<file path="config.mk">
export PLATFORM = sky130hd
export DESIGN_NAME = increment_counter
export DESIGN_NICKNAME = d
export VERILOG_FILES = /design/src/rtl/increment_counter.sv
export SDC_FILE = /design/constraint.sdc
export NUM_CORES = 1
export LEC_CHECK = 0
export BUFFER_PORTS_ARGS = -buffer_cell sky130_fd_sc_hd__buf_4
export CAP_MARGIN = 20
export CELL_PAD_IN_SITES_DETAIL_PLACEMENT = 2
export CELL_PAD_IN_SITES_GLOBAL_PLACEMENT = 2
export CORE_MARGIN = 2
export CORE_UTILIZATION = 28
export DETAILED_ROUTE_END_ITERATION = 12
export GPL_TIMING_DRIVEN = 1
export PLACE_DENSITY = 0.82
export SYNTH_ARGS = -nofsm -noshare
export SYNTH_HDL_FRONTEND = slang
export SYNTH_SLANG_ARGS = --single-unit
</file>
<file path="constraint.sdc">
create_clock -name clk -period 2 [get_ports clk]
set_clock_uncertainty 0.2 [all_clocks]
set_input_delay 0.4 -clock clk [delete_from_list [all_inputs] [get_ports clk]]
set_output_delay 0.4 -clock clk [all_outputs]
set_load 0.1 [all_outputs]
</file>
<file path="src/rtl/increment_counter.sv">
// Loadable up-counter from start_val to stop_val; next count comes from a ripple
// chain of full-adder cells adding 1, with a small IDLE/COUNT/DONE sequencer.

module full_adder (
    input  logic a,
    input  logic b,
    input  logic cin,
    output logic s,
    output logic cout
);
    assign s    = a ^ b ^ cin;
    assign cout = (a & b) | (cin & (a ^ b));
endmodule

module increment_counter #(
    parameter int unsigned WIDTH = 3
) (
    input  logic             clk,
    input  logic             rst,
    input  logic             start,
    input  logic [WIDTH-1:0] start_val,
    input  logic [WIDTH-1:0] stop_val,
    input  logic             hold,
    output logic [WIDTH-1:0] count,
    output logic             busy,
    output logic             done,
    output logic             wrap
);
    typedef enum logic [1:0] {
        IDLE  = 2'd0,
        COUNT = 2'd1,
        DONE  = 2'd2
    } state_t;

    state_t           state;
    logic [WIDTH-1:0] stop_reg;
    logic [WIDTH-1:0] count_inc;
    logic [WIDTH:0]   carry;

    // +1 ripple chain: b inputs tied low, carry-in of bit 0 tied high.
    // The MSB carry-out only fires on all-ones -> 0, so it doubles as the wrap flag.
    assign carry[0] = 1'b1;

    for (genvar i = 0; i < WIDTH; i++) begin : g_fa
        full_adder u_fa (
            .a    (count[i]),
            .b    (1'b0),
            .cin  (carry[i]),
            .s    (count_inc[i]),
            .cout (carry[i+1])
        );
    end

    always_ff @(posedge clk) begin
        if (rst) begin
            state    <= IDLE;
            count    <= '0;
            stop_reg <= '0;
            busy     <= 1'b0;
            done     <= 1'b0;
            wrap     <= 1'b0;
        end else begin
            done <= 1'b0;
            wrap <= 1'b0;
            case (state)
                IDLE: begin
                    if (start) begin
                        count    <= start_val;
                        stop_reg <= stop_val;
                        busy     <= 1'b1;
                        state    <= COUNT;
                    end
                end
                COUNT: begin
                    // hold freezes everything, including terminal-count detection
                    if (!hold) begin
                        if (count == stop_reg) begin
                            busy  <= 1'b0;
                            done  <= 1'b1;
                            state <= DONE;
                        end else begin
                            count <= count_inc;
                            wrap  <= carry[WIDTH];
                        end
                    end
                end
                DONE: begin
                    state <= IDLE;
                end
                default: begin
                    busy  <= 1'b0;
                    state <= IDLE;
                end
            endcase
        end
    end
endmodule

</file>
Word level (Yosys, flattened, before mapping)
Cells that the tools add are included.

Flip-flop bits (word level): 11. Input port bits: 10. Logic and storage cells: 41.

Equality and inequality tests: 7. Multiplexer cells: 13. Bitwise logic cells: 7. Reductions and logical operators: 8.

Operator list (number): 3-bit 2-to-1 mux (3); 2-bit != test, second input constant (4); 4-bit AND reduction (2); 2-bit 2-to-1 mux (3); 3-bit case mux with 2 select lines (1); 1-bit 2-to-1 mux (4); 2-bit case mux with 2 select lines (1); 4-bit OR reduction (1); 3-bit == test (1); 1-bit NOT (3); 1-bit case mux with 3 select lines (1); 3-bit AND reduction (1); 3-bit OR reduction (1); 1-bit bitwise AND (2); 2-bit by 1-bit == test with 1-bit output, second input constant (1); 2-bit == test, second input constant (1); 2-bit zero test (1); 2-bit AND reduction (1); 2-bit nonzero test (1); 1-bit bitwise XOR (2).

Depth between registers and ports, before layout
Gate-level depths: netlist (run 1).

Depth after elaboration: 5. Gate-level depth with buffers: 5. Depth with buffers taken out: 5.

Modules after synthesis
From an unflattened synthesis (run 1), not the netlist that was laid out.

Cells, all modules: 60. Area total of the unflattened synthesis: 571.8 µm².

Modules (own cells, without submodules): increment_counter (instances 1, cells each 57, area each 511.7 µm², sequential area each 220.2 µm²); full_adder (instances 3, cells each 1, area each 20.0 µm², sequential area each 0.0 µm²).

Worst setup path before layout (run 1)
No wires, ideal clock.

Path type: flip-flop to flip-flop. Start: reg state[1]. End: reg count[1]. Arrival: 1.368 ns. Required time: 1.726 ns. Path slack: 0.357 ns. Stages on the path, launching flop included: 6. Buffers on the path: 1. Clock period less this slack: 1.643 ns. Cell sequence: dfxtp_1 -> nand2b_1 -> buf_6 -> and4b_4 -> or4_1 -> o21ai_0.

Word-level cells in the longest chain between the ends: 3. Elaborated cells on any way between the ends: 8. Classes of those cells: 4 x eq/ne; 1 x mux; 3 x reduce/logical.

RTL lines: start, declared (line 35) `state_t state;`; start signal, assigned (line 56) `state <= IDLE;`; start signal, assigned (line 71) `state <= COUNT;`; start signal, assigned (line 80) `state <= DONE;`; 2-bit by 1-bit == test with 1-bit output / 2-bit zero test (equally long branches) (line 65) `case (state)`; 2-bit != test (no source line) / 2-bit nonzero test (equally long branches); 4-bit AND reduction (no source line); end signal, assigned (line 68) `count <= start_val;`; end signal, assigned (line 82) `count <= count_inc;`; end, declared (line 24) `output logic [WIDTH-1:0] count,`.

Several ways; a longest one is shown, not always the timed one. A chain may end at the register's enable or synchronous reset.

Worst setup path in the final report (run 1)
Same ends and word-level chain as after synthesis.

==> results.cfg, run 1 <==
[die]
initial_core_util_pct = 30.5
io-pin-count = 16
rows = 15
die_area_um2 = 2310
coreArea_um2 = 1780
die_h_um = 48.1
die_w_um = 48.1

[final_layout]
multi_input_area_um2 = 283
n_antenna_cell = 0
area_growth_syn_to_layout_pct = 25.1
layout_commonest_cell = buf_4
fillers = 211
layout.nets = 88
final_util_pct = 38.2
regArea_um2 = 220
final_cell_mix = 16 x buf_4, 11 x dfxtp_1, 5 x nand2b_1, 5 x nor2_1, 5 x o21ai_0
drive_above_1_share_pct = 28.0

[sta]
setup_tns_ps = 0
finalHoldViolCount = 0
worst-slew-pin-transition_ps = 279
maxSlewHeadroom_pct = 81.3
clock.fmax_mhz = 582
finalSetupViolCount = 0
grt_setup_unrepaired = false
fin_crit_sh_pct = 85.9
slew_violations = 0
period_needed_ps = 1720

[yosys]
ys_ff_latch = 11
synthTopCellsByArea = dfxtp_1 40%, nand2b_1 5.7%, xnor2_1 4.8%, ha_1 4.6%, o21ai_0 4.6%
synth_cell_type_count = 23
yosysTopAreaCell = dfxtp_1
ys_warn_count = 0
synthCells = 60
syn_nets = 72
synth_top_cell_area_share_pct = 40.5
synth_area_per_cell_um2 = 9.07
synth_seq_area_share_pct = 40.5
syn_area_um2 = 544

[route]
drcViolationCount = 0
drtPass1Iterations = 2
wl_per_cell_um = 13.8
vias = 473
drt_iter0_drc = 1
routed_wl_um = 1380
ant_nets = 0
via_per_inst = 4.73

[pwr]
p_per_area_nw_per_um2 = 920
p_leak_uw = 0.000297
ir_drop_mv = 0.259

[placement]
detailed_place_hpwl_um = 1020
gp_congestion = 0.664
portBuffers = 15

[clock_tree]
hold_buffers = 0
cts-buffers-inserted = 3
clockBufferDepth = 2
cts-resized-gates = 0
path_clk_slew_ps = 70
post_cts_buffers = 0
cts_tree = built
clock_sinks = 11
h-tree-depth = 1
clk_latency_ps = 270
root_buffer = clkbuf_4

[global_routing]
grt_overflow = 0
grt.total_usage_pct = 14.7
grt_pass1_vias = 476
antenna_found_initial = 0
grt_pass1_wl_um = 2210
grt_max_degree = 13

[worst_setup_path]
rr_startpoint = state[1]$_SDFFE_PP0P_
end_kind = register
cp_max_fo = 8
ff2ff_setup_slack_ps = 280
cp.arrival_ps = 1720
worstSetupStartpointType = register
crit_type = reg2reg
reg2reg_to = count[1]$_SDFFE_PP0P_
rr_worst_depth = 4
crit_required_ps = 2000

[run]
cap_viol_max_count = 0

[hold_path]
holdPathEnd = stop_reg[1]$_SDFFE_PP0P_
hold_class = in2reg
hold_path_depth = 2
hp-start = rst

[outcome]
status = complete, no violations
-- power breakdown --
part / total [µW] / switching [µW] / internal, µW
sequential: 257 / 19.8 / 238
combinational: 211 / 142 / 69.4
clock: 157 / 80.2 / 77.2
-- final cells by class --
cell class              instances  share of cell area, %
well taps                      25                   4.60
flip-flops and latches         11                   32.4
clock buffers                   4                   3.86
multi-input cells              44                   41.5
repair buffers                 16                   17.6
-- critical path, cell delays in order, from the launching register on --
cell and delay, ps:
dfxtp_1 470, nand2b_1 170, and4b_4 210, or4_1 510, o21ai_0 90
-- kinds of logic after synthesis --
group                      synth area share [%]
xor gates and xnor gates                   4.83
adders and majority gates                  4.60
buffers and inverters                      7.59
AOI/OAI and AO/OA                          12.9
DFF                                        40.5
and+or+nand+nor                            26.0
muxes                                      3.68
-- per-stage QoR --
step	total power, µW	std cells	setup slack (ps)	cell area, µm²	hold WS, ps
global placement	469	96	307	654	287
CTS	639	100	287	681	165
finish	626	100	282	681	172
global route	665	100	144	681	165
detailed placement	475	96	256	654	304
floorplan	431	60	357	544	265
-- routing by layer --
| metal | wire length [µm] | share of wire [%] | GRT usage, % |
|---|---|---|---|
| met4 | 48 | 3.5 | 13.0 |
| met3 | 43 | 3.1 | 2.59 |
| met2 | 608 | 44 | 21.6 |
| met5 | 0 | 0 | 0 |
| met1 | 674 | 49 | 18.1 |
-- worst max path at each step --
stage,start,end,depth (start not counted)
2_1_floorplan,state[1]$_SDFFE_PP0P_,count[1]$_SDFFE_PP0P_,5
3_3_place_gp,hold,count[1]$_SDFFE_PP0P_,5
3_5_place_dp,hold,count[1]$_SDFFE_PP0P_,5
4_1_cts,state[1]$_SDFFE_PP0P_,count[1]$_SDFFE_PP0P_,4
5_1_grt,state[1]$_SDFFE_PP0P_,count[1]$_SDFFE_PP0P_,4
6_report,state[1]$_SDFFE_PP0P_,count[1]$_SDFFE_PP0P_,4
-- synthesized netlist by cell type, drive strengths merged --
| library cell | number |
|---|---|
| a21o | 1 |
| a21oi | 4 |
| a22oi | 1 |
| and3 | 1 |
| and4b | 1 |
| buf | 4 |
| clkbuf | 1 |
| dfxtp | 11 |
| ha | 2 |
| mux2i | 2 |
| nand2 | 4 |
| nand2b | 5 |
| nand3 | 1 |
| nor2 | 5 |
| nor2b | 2 |
| nor3 | 2 |
| nor4 | 1 |
| o21ai | 5 |
| o32ai | 1 |
| or2b | 1 |
| or4 | 2 |
| xnor2 | 3 |
No activity file was read; power rests on OpenSTA's default activity.
==> run 2, diff against run 1 <==
PLACE_DENSITY = 0.71   (was 0.82)
==> results.cfg, run 2 (synthesis gave the netlist of run 1 again) <==
[outcome]
status = complete, no violations

[worst_setup_path]
rr_startpoint = state[1]$_SDFFE_PP0P_
rr_worst_depth = 4
worstSetupEndpoint = count[2]$_SDFFE_PP0P_
crit_required_ps = 2000
crit_type = reg2reg
cp.arrival_ps = 1750
ff2ff_setup_slack_ps = 250
cp_max_fo = 8
crit_start = state[1]$_SDFFE_PP0P_
end_kind = register
worstSetupStartpointType = register
reg2reg_to = count[2]$_SDFFE_PP0P_

[final_layout]
design_area_um2 = 682
layout_commonest_cell = buf_4
area_growth_syn_to_layout_pct = 25.3
final_cell_mix = 16 x buf_4, 11 x dfxtp_1, 5 x nand2b_1, 5 x nor2_1, 5 x o21ai_0
n_antenna_cell = 0
layout.nets = 88
drive_above_1_share_pct = 29.3

[die]
coreArea_um2 = 1780
rows = 15
die_area_um2 = 2310
io-pin-count = 16
initial_core_util_pct = 30.5
die_w_um = 48.1
die_h_um = 48.1

[sta]
clock.fmax_mhz = 570
period_needed_ps = 1750
fin_crit_sh_pct = 87.7
setup_tns_ps = 0
fin_ws_ps = 245
grt_setup_unrepaired = false
maxSlewHeadroom_pct = 80.8
finalHoldViolCount = 0
worst-slew-pin-transition_ps = 287
finalSetupViolCount = 0
slew_violations = 0

[global_routing]
grt_overflow = 0
grt_pass1_wl_um = 2330
grt_max_degree = 13
grt_pass1_vias = 538
grt.total_usage_pct = 15.5
antenna_found_initial = 0

[hold_path]
hold_class = in2reg

[run]
cap_viol_max_count = 0

[clock_tree]
cts_tree = built
clock_sinks = 11
clk_latency_ps = 270
post_cts_buffers = 0
h-tree-depth = 1
path_clk_slew_ps = 80
hold_buffers = 0
clockBufferDepth = 2
cts-resized-gates = 0
root_buffer = clkbuf_4
cts-buffers-inserted = 3

[pwr]
p_leak_uw = 0.000299
power_switching_share_pct = 39.3
pwr-share-seq_pct = 41.1
intPower_uw = 381
p_comb_share_pct = 33.5
p_per_area_nw_per_um2 = 920
pwr-share-clk_pct = 25.4
p_sw_uw = 247
ir_drop_mv = 0.315

[route]
routed_wl_um = 1400
wl_per_cell_um = 14.0
via_per_inst = 4.88
drt_iter0_drc = 5
ant_nets = 0
drtPass1Iterations = 4
drcViolationCount = 0
vias = 488

[placement]
placed_area_um2 = 654
detailed_place_hpwl_um = 1130
gp_congestion = 0.683
portBuffers = 15
dpl_worst_slack_ps = 244
[run 2: cell types whose count changed in the layout (fill, tap and decap cells not counted)]
cell      before  now
clkinv_2       0    1
clkbuf_1       1    0
[run 2: worst min path at each step]
stage	startpoint	to	slack [ps]	depth (start not counted)
5_1_grt	stop_val[1]	stop_reg[1]$_SDFFE_PP0P_	180	3
3_3_place_gp	stop_reg[1]$_SDFFE_PP0P_	stop_reg[1]$_SDFFE_PP0P_	280	2
4_1_cts	stop_val[1]	stop_reg[1]$_SDFFE_PP0P_	160	3
3_5_place_dp	stop_reg[1]$_SDFFE_PP0P_	stop_reg[1]$_SDFFE_PP0P_	290	2
6_report	stop_val[1]	stop_reg[1]$_SDFFE_PP0P_	170	3
2_1_floorplan	stop_reg[0]$_SDFFE_PP0P_	stop_reg[0]$_SDFFE_PP0P_	270	2
[run 2: final cells by class]
type / count / area, µm²
Timing Repair Buffer: 16 / 120
Fill cell: 203 / 1100
Sequential cell: 11 / 220
Clock buffer: 3 / 22.5
Clock inverter: 1 / 5.00
Tap cell: 25 / 31.3
Multi-Input combinational cell: 44 / 283
[run 2: worst max-delay path: stages, from the launching register on]
cell      delay [ps]
dfxtp_1          480
nand2b_1         190
and4b_4          220
or4_1            500
o21ai_0           90
[run 2: metrics by stage]
step	total power, µW	hold slack (ps)	instances	utilization [%]
6_report	627	170	100	38.2
5_1_grt	670	180	100	38.2
4_1_cts	641	161	100	38.2
3_5_place_dp	476	290	96	36.7
3_3_place_gp	471	279	96	36.7
2_1_floorplan	431	265	60	-
[run 2: power by group through the flow]
stage / registers [µW] / clock network, µW / logic (µW)
6_report: 258 / 159 / 210
5_1_grt: 261 / 180 / 229
4_1_cts: 258 / 170 / 213
3_5_place_dp: 264 / 0 / 212
3_3_place_gp: 263 / 0 / 208
2_1_floorplan: 282 / 0 / 149
[run 2: routing by layer]
| metal | part of all wire, % | GRT usage (%) | routed length, µm | up-vias |
|---|---|---|---|---|
| met4 | 2.1 | 9.73 | 29 | 0 |
| met2 | 50 | 27.2 | 691 | 12 |
| met1 | 45 | 16.7 | 633 | 235 |
| li1 | - | - | - | 237 |
| met3 | 2.9 | 3.33 | 41 | 4 |
| met5 | 0 | 0 | 0 | - |
